===== src/rtl/pwm_seq_pkg.sv =====
`default_nettype none
// ============================================================================
// Module   : pwm_seq_pkg
// Brief    : Shared state encoding and default widths for the PWM ramp sequencer.
// Revision : 1.0 - initial release
// ============================================================================
package pwm_seq_pkg;

    typedef enum logic [1:0] {
        ST_IDLE = 2'd0,
        ST_UP   = 2'd1,
        ST_DOWN = 2'd2,
        ST_DONE = 2'd3
    } seq_state_t;

    localparam int c_default_width   = 8;
    localparam int c_default_dwell_w = 8;

endpackage
`default_nettype wire


===== src/rtl/pwm_dwell_counter.sv =====
`default_nettype none
// ============================================================================
// Module   : pwm_dwell_counter
// Brief    : Counts qualified period ticks and flags when the next one should step.
// Revision : 1.0 - initial release
// ============================================================================
module pwm_dwell_counter
    import pwm_seq_pkg::*;
#(
    parameter int DWELL_W = c_default_dwell_w
) (
    input  logic               clk,
    input  logic               rst_i,
    input  logic               clr,
    input  logic               tick_en,
    input  logic [DWELL_W-1:0] limit,
    output logic               step_due
);

    logic [DWELL_W-1:0] r_cnt;

    assign step_due = (r_cnt == limit);

    // Wraps back to zero on the tick that produces a step.
    always_ff @(posedge clk or posedge rst_i) begin
        if (rst_i) begin
            r_cnt <= '0;
        end else if (clr) begin
            r_cnt <= '0;
        end else if (tick_en) begin
            r_cnt <= step_due ? '0 : r_cnt + 1'b1;
        end
    end

endmodule
`default_nettype wire


===== src/rtl/pwm_ramp_sequencer.sv =====
`default_nettype none
// ============================================================================
// Module   : pwm_ramp_sequencer
// Brief    : Ramps the PWM duty toward a requested target, stepping only on period ticks.
// Revision : 1.0 - initial release
// ============================================================================
module pwm_ramp_sequencer
    import pwm_seq_pkg::*;
#(
    parameter int WIDTH   = c_default_width,
    parameter int DWELL_W = c_default_dwell_w
) (
    input  logic               clk,
    input  logic               rst_i,
    input  logic               en,
    input  logic               period_tick,
    input  logic               tgt_valid,
    output logic               tgt_ready,
    input  logic [WIDTH-1:0]   tgt_duty,
    input  logic [WIDTH-1:0]   cfg_step,
    input  logic [DWELL_W-1:0] cfg_dwell,
    input  logic               abort,
    output logic [WIDTH-1:0]   duty_o,
    output logic               busy,
    output logic               done
);

    seq_state_t         r_state;
    logic [WIDTH-1:0]   r_duty;
    logic [WIDTH-1:0]   r_tgt;
    logic [WIDTH-1:0]   r_step;
    logic [DWELL_W-1:0] r_dwell;
    logic               r_busy;
    logic               r_done;

    logic               w_accept;
    logic               w_ramping;
    logic               w_at_tgt;
    logic               w_tick_en;
    logic               w_step_due;
    logic               w_dwell_clr;
    logic [WIDTH:0]     w_gap;
    logic [WIDTH-1:0]   w_stepped;
    logic [WIDTH-1:0]   w_next_duty;

    assign tgt_ready   = en & ~abort & ~rst_i & (r_state == ST_IDLE);
    assign w_accept    = tgt_valid & tgt_ready;
    assign w_ramping   = (r_state == ST_UP) | (r_state == ST_DOWN);
    assign w_at_tgt    = (r_duty == r_tgt);
    assign w_tick_en   = w_ramping & en & period_tick & ~abort & ~w_at_tgt;
    assign w_dwell_clr = w_accept | (w_ramping & abort);

    // Distance to target is one bit wider so the saturation test never wraps;
    // once the gap exceeds the step, the plain add/subtract cannot overflow.
    assign w_gap       = (r_state == ST_DOWN) ? ({1'b0, r_duty} - {1'b0, r_tgt})
                                              : ({1'b0, r_tgt} - {1'b0, r_duty});
    assign w_stepped   = (r_state == ST_DOWN) ? (r_duty - r_step) : (r_duty + r_step);
    assign w_next_duty = (w_gap <= {1'b0, r_step}) ? r_tgt : w_stepped;

    pwm_dwell_counter #(
        .DWELL_W (DWELL_W)
    ) u_dwell (
        .clk      (clk),
        .rst_i    (rst_i),
        .clr      (w_dwell_clr),
        .tick_en  (w_tick_en),
        .limit    (r_dwell),
        .step_due (w_step_due)
    );

    always_ff @(posedge clk or posedge rst_i) begin
        if (rst_i) begin
            r_state <= ST_IDLE;
            r_duty  <= '0;
            r_tgt   <= '0;
            r_step  <= '0;
            r_dwell <= '0;
            r_busy  <= 1'b0;
            r_done  <= 1'b0;
        end else begin
            case (r_state)
                ST_IDLE: begin
                    if (w_accept) begin
                        r_tgt   <= tgt_duty;
                        r_step  <= (cfg_step == '0) ? {{(WIDTH-1){1'b0}}, 1'b1} : cfg_step;
                        r_dwell <= cfg_dwell;
                        if (tgt_duty > r_duty) begin
                            r_state <= ST_UP;
                            r_busy  <= 1'b1;
                        end else if (tgt_duty < r_duty) begin
                            r_state <= ST_DOWN;
                            r_busy  <= 1'b1;
                        end else begin
                            r_state <= ST_DONE;
                            r_done  <= 1'b1;
                        end
                    end
                end
                ST_UP, ST_DOWN: begin
                    if (abort) begin
                        r_state <= ST_IDLE;
                        r_busy  <= 1'b0;
                    end else if (en) begin
                        if (w_at_tgt) begin
                            r_state <= ST_DONE;
                            r_busy  <= 1'b0;
                            r_done  <= 1'b1;
                        end else if (w_tick_en && w_step_due) begin
                            r_duty <= w_next_duty;
                        end
                    end
                end
                ST_DONE: begin
                    r_state <= ST_IDLE;
                    r_done  <= 1'b0;
                end
                default: begin
                    r_state <= ST_IDLE;
                    r_busy  <= 1'b0;
                    r_done  <= 1'b0;
                end
            endcase
        end
    end

    assign duty_o = r_duty;
    assign busy   = r_busy;
    assign done   = r_done;

endmodule
`default_nettype wire


===== config.mk =====
export PLATFORM = sky130hd
export DESIGN_NAME = pwm_ramp_sequencer
export DESIGN_NICKNAME = d
export VERILOG_FILES = /design/src/rtl/pwm_seq_pkg.sv /design/src/rtl/pwm_dwell_counter.sv /design/src/rtl/pwm_ramp_sequencer.sv
export SDC_FILE = /design/constraint.sdc
export NUM_CORES = 1
export LEC_CHECK = 0
export CORE_ASPECT_RATIO = 0.5
export CORE_MARGIN = 3
export CORE_UTILIZATION = 58
export DETAILED_ROUTE_END_ITERATION = 12
export PLACE_DENSITY_LB_ADDON = 0.2
export SYNTH_ARGS = -nofsm -noshare
export SYNTH_HDL_FRONTEND = slang
export SYNTH_SLANG_ARGS = --single-unit
export TNS_END_PERCENT = 30

===== constraint.sdc =====
create_clock -name clk -period 4.5 [get_ports clk]
set_clock_uncertainty 0.2 [all_clocks]
set_input_delay 1.125 -clock clk [delete_from_list [all_inputs] [get_ports clk]]
set_output_delay 1.125 -clock clk [all_outputs]
set_load 0.01 [all_outputs]

==> impl_metrics.tcl, run 1 <==
set metrics [dict create \
    num_rows 20 \
    fmax_ghz 0.244 \
    io_buffers 40 \
    antenna_found_initial 0 \
    ctsHtreeMaxLevel 2 \
    postCtsHoldBufs 0 \
    dr_total_vias 3355 \
    grt_max_degree 45 \
    holdWs_ns 0.332 \
    post_cts_buffers 0 \
    ys.flop_type "dfrtp_1" \
    cts_tree "built" \
    min_path_cells 1 \
    critPathSlowestCell "dfrtp_1" \
    path_cells "inv_1, ha_1, fa_1, nand3b_1, nand3_1, o21ai_0, o221ai_1, xor2_1, ha_1, a2111oi_0, o21ai_1, o221ai_2, a21boi_1, o31ai_1" \
    cp_data_required_time_ns 4.47 \
    syn_area_sq_um 3800 \
    yosysMostFrequentCell "ha_1" \
    fp.dieH_um 63.3 \
    synth_cell_types 72 \
    postRouteAntennaNets 0 \
    whs_endpoint "r_dwell[5]" \
    synth_warnings 0 \
    cap_viol_max_count 0 \
    rsz0062_at_grt "no" \
    max-clock-path-buffers 2 \
    holdCritStartpoint "r_dwell[5]" \
    start_kind "flop" \
    yosysTopAreaCell "dfrtp_1" \
    wl_per_cell_um 18.8 \
    status "finished clean" \
    reg2regPathDepth 14 \
    reg2reg_slack_ns 0.41 \
    drcViolationCount 0 \
    grt_overflow 0 \
    synth_common_cells "46 x ha_1, 44 x dfrtp_1, 39 x inv_1" \
    synth-seq-area-share_pct 28.9 \
    gp_congestion 0.914 \
    ys_ff_latch 44 \
    cts_resized 0 \
    vias_per_cell 6.41 \
    timing.rr.end "duty_o[0]" \
    path_max_fanout 8 \
    syn_area_per_cell_sq_um 9.65 \
    grt_pass1_vias 3213 \
    cts_root_buf "clkbuf_16" \
    drt-total-wl_um 9830 \
    tns_ns 0 \
    timing.rr.start "duty_o[0]" \
    worstSetupPathType "flop to flop" \
    syn_to_final_growth_pct 16.2 \
    slowest_delay_ns 0.44 \
    path_common_cell "ha_1" \
    hold_viol 0 \
    tightest_slew_ns 0.830 \
    drive_gt1_share_pct 10.6 \
    grt_pass1_wl_um 16100 \
    async_flop_share_pct 100 \
    synth_edf_count 0 \
    period_needed_ns 4.09 \
    die_w_um 121 \
    firstDrtPassIters 5 \
    hold_path_class "flop to flop" \
    period_share_pct 91.0 \
    antennaDiodeCount 0 \
    dieArea_sq_um 7630 \
    synth_top_area_share_pct 28.9 \
    drt_iter0_drc 313 \
    core_area_sq_um 6210 \
    cts.sink_count 44 \
    hpwl_um 7600 \
    slew_headroom_pct 44.6 \
    start_util_pct 61.3 \
    clkTransAtPathRegs_ns 0.06 \
    synth_fp_nets 473 \
    worstPathArrival_ns 4.07 \
    grt_usage_pct 26.3 \
    slew_violations 0 \
    worst_skew_pair.late_latency_ns 0.28 \
    synthCells 394 \
    cts_buffers 5 \
    crit_path_end_kind "flop" \
    synth.top_cells.by_area "dfrtp_1 29%, ha_1 15%, mux2_2 6.5%, xnor2_1 4.6%, inv_1 3.8%" \
    fin_nets 513 \
    ios 41 \
    final-setup-viol-count 0 \
    critPathLaunch "duty_o[0]" \
]
[cells by family after synthesis]
logic type / share of synthesized area [%]
AOI/OAI and AO/OA: 20.9
xor gates and xnor gates: 5.53
buffers and inverters: 5.23
DFF: 28.9
adders and majority gates: 16.7
muxes: 7.57
and+or+nand+nor: 15.1
[flip-flops by register name (all words and copies together), names as in the netlist]
register       flops
busy               1
done               1
duty_o             8
r_dwell            8
r_state            2
r_step             8
r_tgt              8
u_dwell.r_cnt      8
[cells in the final DEF, fill, tap and decap left out, drive strengths merged, types with 13 or more instances in the layout]
cell,netlist,final
inv,39,39
o21ai,24,24
nand4,17,17
dfrtp,44,44
clkdlybuf4s50,0,40
nor2,13,13
nand2,15,15
xnor2,20,20
ha,46,46
mux2,22,22
a21oi,18,18
[critical path: cells and delay by family, from the launching register on]
kind | cells | cell delay (ns)
flip-flops | 1 | 0.44
buffers and inverters | 1 | 0.10
AO/OA/AOI/OAI | 7 | 1.88
AND/OR/NAND/NOR | 2 | 0.29
XOR/XNOR | 1 | 0.18
adder cells (fa/ha/maj) | 3 | 0.91
[metrics by stage]
step                      utilization [%]  setup slack, ns  std cells  instance area (sq um)
after floorplan                         -            0.988        394                   3800
after global placement               68.8            0.699        515                   4270
after detailed placement             68.8            0.606        515                   4270
after CTS                            71.2            0.470        523                   4420
after global routing                 71.2           0.0630        523                   4420
final                                71.2            0.406        523                   4420
[per-layer routing]
metal	wire length (um)	track usage (%)	vias up
met5	0	0	-
met3	781	5.38	21
li1	-	-	1552
met4	165	4.94	0
met2	4480	42.3	148
met1	4400	37.1	1634
[how the worst max path moves through the flow]
stage / end / cells after the start
after floorplan: duty_o[3] / 13
after detailed placement: duty_o[4] / 14
final: duty_o[0] / 14
after global routing: duty_o[0] / 13
after global placement: tgt_ready / 3
after CTS: duty_o[0] / 14
[area by class of cell]
cell class                      instances  area, sq um
Clock inverter                          1         7.51
Clock buffer                            7          143
Timing Repair Buffer                   41          408
Sequential cell                        44         1100
Inverter                               39          146
Multi-Input combinational cell        303         2500
Fill cell                             482         1790
Tap cell                               88          110
Power of run 1 is left out: the tool's default activity adds up to more than one toggle a clock period on the data nets, which glitch-free logic cannot reach.
==> inputs of run 2 (changes only) <==
--- a/config.mk
+++ b/config.mk
@@ -8,6 +8,7 @@
 export CORE_ASPECT_RATIO = 0.5
 export CORE_MARGIN = 3
 export CORE_UTILIZATION = 58
+export CTS_BUF_LIST = sky130_fd_sc_hd__clkbuf_16
 export DETAILED_ROUTE_END_ITERATION = 12
 export PLACE_DENSITY_LB_ADDON = 0.2
 export SYNTH_ARGS = -nofsm -noshare
==> run 2 against run 1 <==
Compared with the run above:
- global-route usage fell by 0.23 points
- sequential cell count unchanged
- critical endpoint unchanged
- clock-buffer cell count is 2 lower
- die area did not move
- largest cell class unchanged
- non-clock buffer count is the same
==> impl_metrics.tcl, run 2 (same netlist as run 1, synthesis figures left out) <==
set metrics [dict create \
    cts.sink_count 44 \
    start_kind "flop" \
    reg2regPathDepth 14 \
    tns_ns 0 \
    cp_data_required_time_ns 4.48 \
    cp-endpoint "duty_o[0]" \
    drt-total-wl_um 9750 \
    cts_root_buf "clkbuf_16" \
    grt_overflow 0 \
    reg2reg_slack_ns 0.49 \
    dr_total_vias 3357 \
    cts_resized 0 \
    grt_max_degree 45 \
    drive_gt1_share_pct 10.3 \
    final_common_cell "ha_1" \
    period_needed_ns 4.01 \
    antenna_found_initial 0 \
    postCtsHoldBufs 0 \
    cap_viol_max_count 0 \
    dieArea_sq_um 7630 \
    hpwl_um 7600 \
    start_util_pct 61.3 \
    fillers 488 \
    period_share_pct 89.2 \
    final_area_sq_um 4410 \
    grt_pass1_wl_um 16000 \
    hold_viol 0 \
    grt_usage_pct 26.0 \
    final_cell_mix "46 x ha_1, 44 x dfrtp_1, 40 x inv_1, 40 x clkdlybuf4s50_1, 22 x mux2_2" \
    slew_headroom_pct 45.3 \
    regArea_sq_um 1100 \
    tightest_slew_ns 0.821 \
    io_buffers 40 \
    postRouteAntennaNets 0 \
    slew_violations 0 \
    dpl_cell_area_sq_um 4270 \
    antennaDiodeCount 0 \
    vias_per_cell 6.42 \
    firstDrtPassIters 5 \
    worst_skew_pair.late_latency_ns 0.28 \
    final_util_pct 71.0 \
    pre_cts_slack_ns 0.606 \
    wl_per_cell_um 18.6 \
    multi_input_area_sq_um 2500 \
    rsz0062_at_grt "no" \
    fin_nets 513 \
    layout_setup_ws_ns 0.488 \
    grt_pass1_vias 3192 \
    worstSetupPathType "flop to flop" \
    hold_path_class "flop to flop" \
    timing.rr.start "duty_o[0]" \
    critPathLaunch "duty_o[0]" \
    post_cts_buffers 0 \
    max-clock-path-buffers 2 \
    status "finished clean" \
    fp.dieH_um 63.3 \
    die_w_um 121 \
    path_max_fanout 8 \
    syn_to_final_growth_pct 15.9 \
    ctsHtreeMaxLevel 2 \
    fmax_ghz 0.249 \
    final-setup-viol-count 0 \
    drt_iter0_drc 334 \
    num_rows 20 \
    core_area_sq_um 6210 \
    crit_path_end_kind "flop" \
    drcViolationCount 0 \
    gp_congestion 0.914 \
    clkTransAtPathRegs_ns 0.06 \
    cts_buffers 5 \
    cts_tree "built" \
    timing.rr.end "duty_o[0]" \
    ios 41 \
    worstPathArrival_ns 3.99 \
]
## run 2: changes by cell type in the layout (fill, tap and decap cells not counted)
| cell | previous run | this run |
|---|---|---|
| clkbuf_1 | 1 | 0 |
| clkbuf_8 | 1 | 0 |
| clkinv_1 | 0 | 1 |
| inv_1 | 39 | 40 |
## run 2: per-stage QoR
step                      cells  hold slack [ns]
after floorplan             394            0.298
after global placement      515            0.312
after detailed placement    515            0.326
after CTS                   523            0.340
after global routing        523            0.355
final                       523            0.332
## run 2: layer usage
layer,track usage [%],vias up,share of wire [%]
met5,0,-,0
met4,4.94,0,1.5
met3,4.30,16,8.4
met2,41.6,166,45
met1,37.7,1619,45
li1,-,1556,-
## run 2: how the worst min path moves through the flow
stage,slack [ns],to,cells past startpoint,startpoint
after floorplan,0.30,r_tgt[0],2,r_tgt[0]
after global placement,0.31,busy,2,busy
after detailed placement,0.33,r_dwell[5],1,r_dwell[5]
after CTS,0.34,r_dwell[5],1,r_dwell[5]
after global routing,0.36,busy,2,busy
final,0.33,r_dwell[5],1,r_dwell[5]
## run 2: cell type report
| class | instances | area share (%) |
|---|---|---|
| inverters | 39 | 3.32 |
| clock buffers | 5 | 2.84 |
| repair buffers | 41 | 9.25 |
| flip-flops and latches | 44 | 25.0 |
| well taps | 88 | 2.50 |
| clock inverters | 3 | 0.341 |
| multi-input cells | 303 | 56.8 |
## run 2: critical path, stage by stage, from the launching register on
cell	delay, ns
dfrtp_1	0.43
inv_1	0.10
ha_1	0.24
fa_1	0.40
nand3b_1	0.19
nand3_1	0.10
o21ai_0	0.15
o221ai_1	0.25
xor2_1	0.18
ha_1	0.27
a2111oi_0	0.42
o21ai_1	0.17
o221ai_2	0.44
a21boi_1	0.13
o31ai_1	0.24
Power of run 2 is left out for the same reason.
==> inputs of run 3 (changes only) <==
==> constraint.sdc (replaced) <==
create_clock -name clk -period 4.5 [get_ports clk]
set_clock_uncertainty 0.2 [all_clocks]
set_input_delay 0.675 -clock clk [delete_from_list [all_inputs] [get_ports clk]]
set_output_delay 0.675 -clock clk [all_outputs]
set_load 0.01 [all_outputs]
==> run 3 against run 2 <==
Compared with the run above:
- hold slack lost 0.0034 ns
- wire length grew 3.9%
- register-to-register slack worse by 0.17 ns
- critical path depth is 1 lower
- design area up 0.71%
- setup slack lost 0.17 ns
- final cell count did not move
- sequential cell count unchanged
- maximum frequency fell by 4.1%
==> impl_metrics.tcl, run 3 (same netlist as run 1, synthesis figures left out) <==
set metrics [dict create \
    cts_buffers 5 \
    grt_overflow 0 \
    cts_tree "built" \
    drcViolationCount 0 \
    antennaDiodeCount 0 \
    holdCritStartpoint "r_dwell[7]" \
    regArea_sq_um 1100 \
    drt-total-wl_um 10100 \
    holdWs_ns 0.328 \
    final_common_cell "ha_1" \
    fp.dieH_um 63.3 \
    worst_skew_pair.late_latency_ns 0.29 \
    dr_total_vias 3297 \
    placed_cells 515 \
    firstDrtPassIters 6 \
    clkTransAtPathRegs_ns 0.07 \
    worstPathArrival_ns 4.16 \
    multi_input_area_sq_um 2500 \
    status "finished clean" \
    fillers 506 \
    path_max_fanout 8 \
    fin_nets 513 \
    ctsHtreeMaxLevel 2 \
    core_area_sq_um 6210 \
    cts_resized 0 \
    period_share_pct 92.9 \
    vias_per_cell 6.30 \
    drt_iter0_drc 298 \
    max-clock-path-buffers 2 \
    path_cells "inv_1, ha_1, nor2b_1, o21ai_1, or3b_1, a41oi_1, xnor2_1, ha_1, a2111oi_0, o21ai_1, o221ai_2, a21boi_1, o31ai_1" \
    final_cell_mix "46 x ha_1, 44 x dfrtp_1, 40 x clkdlybuf4s50_1, 39 x inv_1, 22 x mux2_2" \
    drive_gt1_share_pct 10.8 \
    cap_viol_max_count 0 \
    grt_max_degree 45 \
    io_buffers 40 \
    wl_per_cell_um 19.4 \
    cts.sink_count 44 \
    final-setup-viol-count 0 \
    crit_buf_inv 1 \
    num_rows 20 \
    slew_headroom_pct 41.9 \
    critPathSlowestCell "dfrtp_1" \
    rsz0062_at_grt "no" \
    start_util_pct 61.3 \
    dieArea_sq_um 7630 \
    critPathLaunch "duty_o[1]" \
    grt_pass1_wl_um 16200 \
    antenna_found_initial 0 \
    worstSetupPathType "flop to flop" \
    postCtsHoldBufs 0 \
    hold_viol 0 \
    period_needed_ns 4.18 \
    gp_congestion 0.931 \
    crit_path_end_kind "flop" \
    tightest_slew_ns 0.871 \
    postRouteAntennaNets 0 \
    fmax_ghz 0.239 \
    grt_usage_pct 26.8 \
    ios 41 \
    grt_pass1_vias 3139 \
    start_kind "flop" \
    path_delay_family "compound AO/OA/AOI/OAI gates" \
    final_cells 523 \
    slew_violations 0 \
    hpwl_um 7820 \
    timing.rr.start "duty_o[1]" \
    cp_data_required_time_ns 4.48 \
    tns_ns 0 \
    cts_root_buf "clkbuf_16" \
    slowest_delay_ns 0.51 \
    post_cts_buffers 0 \
    hold_path_class "flop to flop" \
    die_w_um 121 \
    syn_to_final_growth_pct 16.7 \
]
-- run 3: changes by cell type in the layout (fill, tap and decap cells not counted) --
cell / change
clkinv_1: -1
inv_6: +1
bufinv_16: +1
inv_1: -1
-- run 3: worst reg2reg max path, stage by stage, from the launching register on --
cell and delay, ns:
dfrtp_1 0.51, inv_1 0.19, ha_1 0.37, nor2b_1 0.15, o21ai_1 0.20, or3b_1 0.43, a41oi_1 0.27, xnor2_1 0.12
ha_1 0.22, a2111oi_0 0.44, o21ai_1 0.18, o221ai_2 0.39, a21boi_1 0.16, o31ai_1 0.25
-- run 3: final timing paths --
check	to	slack, ns	depth (start not counted)
max	duty_o[0]	0.32	13
min	r_dwell[7]	0.33	1
max reg2reg	duty_o[0]	0.32	13
min reg2reg	r_dwell[7]	0.33	1
max in group asynchronous	duty_o[3]	3.05	3
min in group asynchronous	done	0.65	3
-- run 3: metal layers --
| layer | vias to the layer above | global-route usage (%) | part of all wire (%) |
|---|---|---|---|
| met5 | - | 0 | 0 |
| met4 | 0 | 3.81 | 0.86 |
| met3 | 10 | 4.39 | 6.3 |
| met2 | 118 | 43.4 | 46 |
| met1 | 1612 | 38.9 | 47 |
| li1 | 1557 | - | - |
-- run 3: final cells by class --
| type | instances | area share, % |
|---|---|---|
| multi-input combinational | 303 | 56.4 |
| tap | 88 | 2.48 |
| clock inverter | 3 | 1.04 |
| sequential | 44 | 24.8 |
| inverter | 39 | 3.30 |
| clock buffer | 5 | 2.82 |
| timing repair buffer | 41 | 9.19 |
-- run 3: through the flow --
stage                     instance area [sq um]  util [%]  worst slack (ns)
after detailed placement                   4270      68.8             0.432
after floorplan                            3800         -             0.988
after global routing                       4440      71.6            0.0417
after global placement                     4270      68.8             0.659
final                                      4440      71.6             0.319
after CTS                                  4440      71.6             0.381
Power of run 3 is left out for the same reason.
